===== src/rtl/dm_arbiter_if.sv =====
// Bus bundle for dm_arbiter: two requester ports (SPI, host) plus the data-memory port.
// The arbiter uses the slave modport; requesters/memory model use the master modport.
interface dm_arbiter_if #(
    parameter int unsigned ADDR_W = 7,
    parameter int unsigned DATA_W = 8
);
    logic              spi_req;
    logic              spi_we;
    logic [ADDR_W-1:0] spi_addr;
    logic [DATA_W-1:0] spi_wdata;
    logic              spi_ack;
    logic [DATA_W-1:0] spi_rdata;

    logic              host_req;
    logic              host_we;
    logic [ADDR_W-1:0] host_addr;
    logic [DATA_W-1:0] host_wdata;
    logic              host_ack;
    logic [DATA_W-1:0] host_rdata;

    logic [ADDR_W-1:0] mem_addr;
    logic [DATA_W-1:0] mem_wdata;
    logic              mem_we;
    logic [DATA_W-1:0] mem_rdata;

    logic              busy;

    modport slave (
        input  spi_req, spi_we, spi_addr, spi_wdata,
        output spi_ack, spi_rdata,
        input  host_req, host_we, host_addr, host_wdata,
        output host_ack, host_rdata,
        output mem_addr, mem_wdata, mem_we,
        input  mem_rdata,
        output busy
    );

    modport master (
        output spi_req, spi_we, spi_addr, spi_wdata,
        input  spi_ack, spi_rdata,
        output host_req, host_we, host_addr, host_wdata,
        input  host_ack, host_rdata,
        input  mem_addr, mem_wdata, mem_we,
        output mem_rdata,
        input  busy
    );
endinterface


===== src/rtl/dm_arbiter.sv =====
// Single-port data-memory arbiter: SPI has fixed priority, host gets a grant after
// MAX_SPI_STREAK consecutive SPI grants while it waits. Each access takes IDLE/ACCESS/RESP.
module dm_arbiter #(
    parameter int unsigned ADDR_W         = 7,
    parameter int unsigned DATA_W         = 8,
    parameter int unsigned MAX_SPI_STREAK = 4
) (
    input logic         clk,
    input logic         rst_n,
    dm_arbiter_if.slave bus
);
    typedef enum logic [1:0] {StIdle, StAccess, StResp} state_e;

    localparam logic [3:0] StreakMax = 4'(MAX_SPI_STREAK);

    state_e            state_q, state_d;
    logic [3:0]        streak_q;
    logic              win_host_q;
    logic [ADDR_W-1:0] mem_addr_q;
    logic [DATA_W-1:0] mem_wdata_q;
    logic              mem_we_q;
    logic              spi_ack_q, host_ack_q;
    logic [DATA_W-1:0] spi_rdata_q, host_rdata_q;
    logic              grant, grant_host, busy;

    always_ff @(posedge clk or negedge rst_n) begin
        if (!rst_n) begin
            state_q <= StIdle;
        end else begin
            state_q <= state_d;
        end
    end

    always_comb begin
        state_d = state_q;
        unique case (state_q)
            StIdle:   if (bus.spi_req || bus.host_req) state_d = StAccess;
            StAccess: state_d = StResp;
            StResp:   state_d = StIdle;
            default:  state_d = StIdle;
        endcase
    end

    always_comb begin
        grant      = (state_q == StIdle) && (bus.spi_req || bus.host_req);
        // Host wins when alone, or when SPI has used up its streak allowance.
        grant_host = bus.host_req && (!bus.spi_req || streak_q == StreakMax);
        busy       = (state_q != StIdle);
    end

    always_ff @(posedge clk or negedge rst_n) begin
        if (!rst_n) begin
            streak_q     <= '0;
            win_host_q   <= 1'b0;
            mem_addr_q   <= '0;
            mem_wdata_q  <= '0;
            mem_we_q     <= 1'b0;
            spi_ack_q    <= 1'b0;
            host_ack_q   <= 1'b0;
            spi_rdata_q  <= '0;
            host_rdata_q <= '0;
        end else begin
            mem_we_q   <= 1'b0;
            spi_ack_q  <= 1'b0;
            host_ack_q <= 1'b0;
            if (grant) begin
                win_host_q  <= grant_host;
                mem_addr_q  <= grant_host ? bus.host_addr  : bus.spi_addr;
                mem_wdata_q <= grant_host ? bus.host_wdata : bus.spi_wdata;
                mem_we_q    <= grant_host ? bus.host_we    : bus.spi_we;
                if (!grant_host && bus.host_req) begin
                    streak_q <= (streak_q >= StreakMax) ? StreakMax : 4'(streak_q + 4'd1);
                end else begin
                    streak_q <= '0;
                end
            end
            if (state_q == StAccess) begin
                if (win_host_q) begin
                    host_ack_q <= 1'b1;
                    if (!mem_we_q) host_rdata_q <= bus.mem_rdata;
                end else begin
                    spi_ack_q <= 1'b1;
                    if (!mem_we_q) spi_rdata_q <= bus.mem_rdata;
                end
            end
        end
    end

    assign bus.mem_addr   = mem_addr_q;
    assign bus.mem_wdata  = mem_wdata_q;
    assign bus.mem_we     = mem_we_q;
    assign bus.spi_ack    = spi_ack_q;
    assign bus.spi_rdata  = spi_rdata_q;
    assign bus.host_ack   = host_ack_q;
    assign bus.host_rdata = host_rdata_q;
    assign bus.busy       = busy;
endmodule


===== src/flat_wrapper.sv =====
// flat-port wrapper written by rule: the top's interface ports become plain ports
module dm_arbiter_flat 
#(
    parameter int unsigned ADDR_W         = 7,
    parameter int unsigned DATA_W         = 8,
    parameter int unsigned MAX_SPI_STREAK = 4
)
  (clk, rst_n, bus_spi_req, bus_spi_we, bus_spi_addr, bus_spi_wdata, bus_spi_ack, bus_spi_rdata, bus_host_req, bus_host_we, bus_host_addr, bus_host_wdata, bus_host_ack, bus_host_rdata, bus_mem_addr, bus_mem_wdata, bus_mem_we, bus_mem_rdata, bus_busy);
  dm_arbiter_if #(.ADDR_W(ADDR_W), .DATA_W(DATA_W)) bus_i ();
  input logic clk;
  input logic rst_n;
  input wire logic [$bits(bus_i.spi_req)-1:0] bus_spi_req;
  input wire logic [$bits(bus_i.spi_we)-1:0] bus_spi_we;
  input wire logic [$bits(bus_i.spi_addr)-1:0] bus_spi_addr;
  input wire logic [$bits(bus_i.spi_wdata)-1:0] bus_spi_wdata;
  output wire logic [$bits(bus_i.spi_ack)-1:0] bus_spi_ack;
  output wire logic [$bits(bus_i.spi_rdata)-1:0] bus_spi_rdata;
  input wire logic [$bits(bus_i.host_req)-1:0] bus_host_req;
  input wire logic [$bits(bus_i.host_we)-1:0] bus_host_we;
  input wire logic [$bits(bus_i.host_addr)-1:0] bus_host_addr;
  input wire logic [$bits(bus_i.host_wdata)-1:0] bus_host_wdata;
  output wire logic [$bits(bus_i.host_ack)-1:0] bus_host_ack;
  output wire logic [$bits(bus_i.host_rdata)-1:0] bus_host_rdata;
  output wire logic [$bits(bus_i.mem_addr)-1:0] bus_mem_addr;
  output wire logic [$bits(bus_i.mem_wdata)-1:0] bus_mem_wdata;
  output wire logic [$bits(bus_i.mem_we)-1:0] bus_mem_we;
  input wire logic [$bits(bus_i.mem_rdata)-1:0] bus_mem_rdata;
  output wire logic [$bits(bus_i.busy)-1:0] bus_busy;
  assign bus_i.spi_req = bus_spi_req;
  assign bus_i.spi_we = bus_spi_we;
  assign bus_i.spi_addr = bus_spi_addr;
  assign bus_i.spi_wdata = bus_spi_wdata;
  assign bus_spi_ack = bus_i.spi_ack;
  assign bus_spi_rdata = bus_i.spi_rdata;
  assign bus_i.host_req = bus_host_req;
  assign bus_i.host_we = bus_host_we;
  assign bus_i.host_addr = bus_host_addr;
  assign bus_i.host_wdata = bus_host_wdata;
  assign bus_host_ack = bus_i.host_ack;
  assign bus_host_rdata = bus_i.host_rdata;
  assign bus_mem_addr = bus_i.mem_addr;
  assign bus_mem_wdata = bus_i.mem_wdata;
  assign bus_mem_we = bus_i.mem_we;
  assign bus_i.mem_rdata = bus_mem_rdata;
  assign bus_busy = bus_i.busy;
  dm_arbiter #(.ADDR_W(ADDR_W), .DATA_W(DATA_W), .MAX_SPI_STREAK(MAX_SPI_STREAK)) u_core (.clk(clk), .rst_n(rst_n), .bus(bus_i));
endmodule

===== config.mk =====
export PLATFORM = sky130hd
export DESIGN_NAME = dm_arbiter_flat
export DESIGN_NICKNAME = d
export VERILOG_FILES = /design/src/rtl/dm_arbiter_if.sv /design/src/rtl/dm_arbiter.sv /design/src/flat_wrapper.sv
export SDC_FILE = /design/constraint.sdc
export NUM_CORES = 1
export LEC_CHECK = 0
export CORE_AREA = 3 3 72 74
export DETAILED_ROUTE_END_ITERATION = 16
export DIE_AREA = 0 0 75 77
export PLACE_DENSITY = 0.77
export SLEW_MARGIN = 10
export SYNTH_ARGS = -nofsm -noshare
export SYNTH_HDL_FRONTEND = slang
export SYNTH_SLANG_ARGS = --single-unit
export TNS_END_PERCENT = 50

===== constraint.sdc =====
create_clock -name clk -period 1.8 [get_ports clk]
set_input_delay 0.36 -clock clk [delete_from_list [all_inputs] [get_ports clk]]
set_output_delay 0.36 -clock clk [all_outputs]
set_load 0.005 [all_outputs]

==> impl_metrics.env <==
export IMPL_clock_sinks=41
export IMPL_crit_type="reg -> out"
export IMPL_clock_latency_ns=0.30
export IMPL_antenna_violations_before_repair=0
export IMPL_power_density_nw_per_um2=1529
export IMPL_layout_nets=291
export IMPL_starting_density_of_the_core_pct=41.85
export IMPL_worst_setup_hold_path_clk_slew_ns=0.08
export IMPL_synth_enable_flop_cells=0
export IMPL_postSynth_asyncResetShare_pct=100.0
export IMPL_placeableCoreArea_um2=4661
export IMPL_result_of_the_run="finished clean"
export IMPL_p_leak_nw=1.249
export IMPL_antennaDiodeCount=0
export IMPL_yosysWarnings=0
export IMPL_chipHeight_um=77
export IMPL_yosys_top_cells_area="dfrtp_1 53%, mux2_2 8.1%, o221ai_2 5.4%"
export IMPL_synth_avg_cell_area_um2=12.04
export IMPL_slew_headroom_pct=71.27
export IMPL_post_synthesis_sequential_element_count=41
export IMPL_cts_hold_buf=0
export IMPL_port_buffers=78
export IMPL_synth_net_count=208
export IMPL_fp_dieArea_um2=5775
export IMPL_critPathLaunchType="flop"
export IMPL_post_synth_instance_area_um2=1951
export IMPL_ctsRootBufferMaster="clkbuf_8"
export IMPL_postRouteWirelength_um=4639
export IMPL_tns_ns=0
export IMPL_cp_arrival_ns=1.24
export IMPL_grt_overflow_total=0
export IMPL_num_vias=1569
export IMPL_place_detailed_hpwl_um=3460
export IMPL_min_path_type="in -> async"
export IMPL_critical_path_max_stage_delay_ns=0.53
export IMPL_tritoncts="built"
export IMPL_min_period_ns=1.597
export IMPL_grt_pass1_vias=1578
export IMPL_layout_cells_most_common_list="76 x clkdlybuf4s50_1, 41 x dfrtp_1, 20 x inv_1"
export IMPL_post_cts_setup_buffer_count=0
export IMPL_final_area_um2=2907
export IMPL_antenna_violating_nets_post_route=0
export IMPL_number_of_distinct_library_cell_variants_in_the_gate_level_netlist_after_synthesis=35
export IMPL_cts_max_path_buffers=2
export IMPL_report_final_setup_viol=0
export IMPL_final_layout_size_suffix_gt1_share_pct=19.51
export IMPL_critical_path_slowest_cell="clkdlybuf4s50_1"
export IMPL_finalWorstSetupSlack_ns=0.2034
export IMPL_layout_cells_most_common="clkdlybuf4s50_1"
export IMPL_critPathMaxFanout=3
export IMPL_sequential_element_share_of_the_synthesized_area_pct=52.60
export IMPL_cts_made_buffers=5
export IMPL_drt_iter0_markers=70
export IMPL_die_x_um=75
export IMPL_finalPower_mw=4.443
export IMPL_slew_violations=0
export IMPL_actual_transition_at_the_worst_max_transition_pin_ns=0.4295
export IMPL_netlist_top_cell_by_area="dfrtp_1"
export IMPL_synth_main_ff_cell="dfrtp_1"
export IMPL_fillers=406
export IMPL_worst_ir_drop_vdd_uv=700.8
export IMPL_path_delay_family="buffers and inverters"
export IMPL_placement_rows=25
export IMPL_syn_inst=162
export IMPL_routed_via_density=5.230
export IMPL_fin_worst_skew_ns=0.006148
export IMPL_netlist_area_leader_share_pct=52.60
export IMPL_max_clock_freq_mhz=626.3
export IMPL_postPlaceCellArea_um2=2788
export IMPL_endpoint_kind="output port"
export IMPL_design_portCount=79
export IMPL_worst_path_buf_inv=1
export IMPL_area_delta_synth_final_pct=49.01
export IMPL_fin_crit_sh_pct=88.70
export IMPL_wire_length_of_the_first_global_routing_pass_um=7500
export IMPL_dp_worst_setup_slack_ns=0.01661
export IMPL_grt_setup_unrepaired="no"
export IMPL_worstPathCellList="clkdlybuf4s50_1"
export IMPL_drt_drc_violations_left=0
export IMPL_htreeDepth=2
export IMPL_gp_routability_congestion=0.7773
export IMPL_detailedRoute_firstPassIterationCount=4
export IMPL_routed_wire_length_per_instance_um=15.46
export IMPL_grt_usage_pct=16.91
export IMPL_worst_endpoint_required_ns=1.44
export IMPL_timing_final_hold_violations=0
export IMPL_timing_max_cap_violations=0
export IMPL_pin_count_of_the_biggest_net_entering_global_routing=42
-- repair_timing --
action / in CTS / in global routing
setup endpoints to repair: 0 / 1
endpoints found under the hold margin: 0 / 0
resized for setup: 0 / 1
-- where the power goes --
group	switching (mW)	leakage [nW]	total (mW)	internal, mW
registers	0.235	0.509	1.58	1.34
logic	0.861	0.681	2.11	1.25
clock network	0.307	0.0585	0.759	0.452
total	1.40	1.25	4.44	3.04
-- per-layer routing --
metal | share of wire [%] | GRT usage [%]
met1 | 43 | 21.94
met2 | 48 | 26.74
met3 | 8.1 | 5.374
met4 | 0.65 | 4.804
met5 | 0 | 0
-- final cells by class --
type | instances | area (um^2) | share of cell area [%]
Timing Repair Buffer | 88 | 865.8 | 29.79
Clock inverter | 1 | 30.03 | 1.033
Inverter | 21 | 81.33 | 2.798
Tap cell | 54 | 67.56 | 2.325
Clock buffer | 7 | 86.33 | 2.970
Multi-Input combinational cell | 88 | 749.5 | 25.79
Sequential cell | 41 | 1026 | 35.30
-- path summary, 6_finish.rpt --
path                                                           start                              endpoint  slack (ns)  depth (start not counted)
worst max-delay path                     u_core.bus.mem_we$_DFF_PN0_                            bus_mem_we        0.20                          1
worst min-delay path                                           rst_n   u_core.bus.mem_wdata[0]$_DFFE_PN0P_        0.02                          2
worst max register to register         u_core.state_q[0]$_DFFE_PN0P_    u_core.bus.mem_addr[4]$_DFFE_PN0P_        0.31                          5
worst min register to register  u_core.bus.host_rdata[0]$_DFFE_PN0P_  u_core.bus.host_rdata[0]$_DFFE_PN0P_        0.49                          1
max in group asynchronous                                      rst_n  u_core.bus.host_rdata[1]$_DFFE_PN0P_        1.57                          2
min in group clk                u_core.bus.host_rdata[0]$_DFFE_PN0P_  u_core.bus.host_rdata[0]$_DFFE_PN0P_        0.49                          1
-- metrics by stage --
| step | util (%) | instances | hold slack (ns) |
|---|---|---|---|
| after detailed placement | 59.81 | 292 | 0.3507 |
| after CTS | 62.31 | 300 | 0.03004 |
| after floorplan | - | 162 | 0.06441 |
| after global placement | 59.81 | 292 | 0.3484 |
| after global routing | 62.36 | 300 | 0.02899 |
| final | 62.36 | 300 | 0.01605 |
-- registers in the layout (all words and copies together) (netlist names) --
register,flops
u_core.bus.spi_rdata,8
u_core.bus.mem_addr,7
u_core.bus.mem_wdata,8
u_core.bus.host_rdata,8
u_core.streak_q,4
u_core.bus.spi_ack,1
u_core.bus.host_ack,1
u_core.bus.mem_we,1
u_core.win_host_q,1
u_core.state_q,2
-- cells in the mapped netlist (2+ instances only) --
master    instances
mux2_1            2
dfrtp_1          41
a21oi_1           2
buf_2             3
nor2_1            2
mux2_2           14
o221ai_2          7
o221ai_1          8
ha_1              2
buf_6             4
inv_1            20
nand3_1          16
nand4_1          16
nand2b_1          2
clkbuf_1          3
-- logic make-up after synthesis --
| family | after synthesis | synth area share [%] |
|---|---|---|
| and+or+nand+nor | 47 | 15.59 |
| DFF | 41 | 52.60 |
| buffers and inverters | 33 | 8.980 |
| AOI/OAI and AO/OA | 22 | 11.80 |
| muxes | 17 | 9.750 |
| adders and majority gates | 2 | 1.283 |
Power figures use the tool's default switching activity.
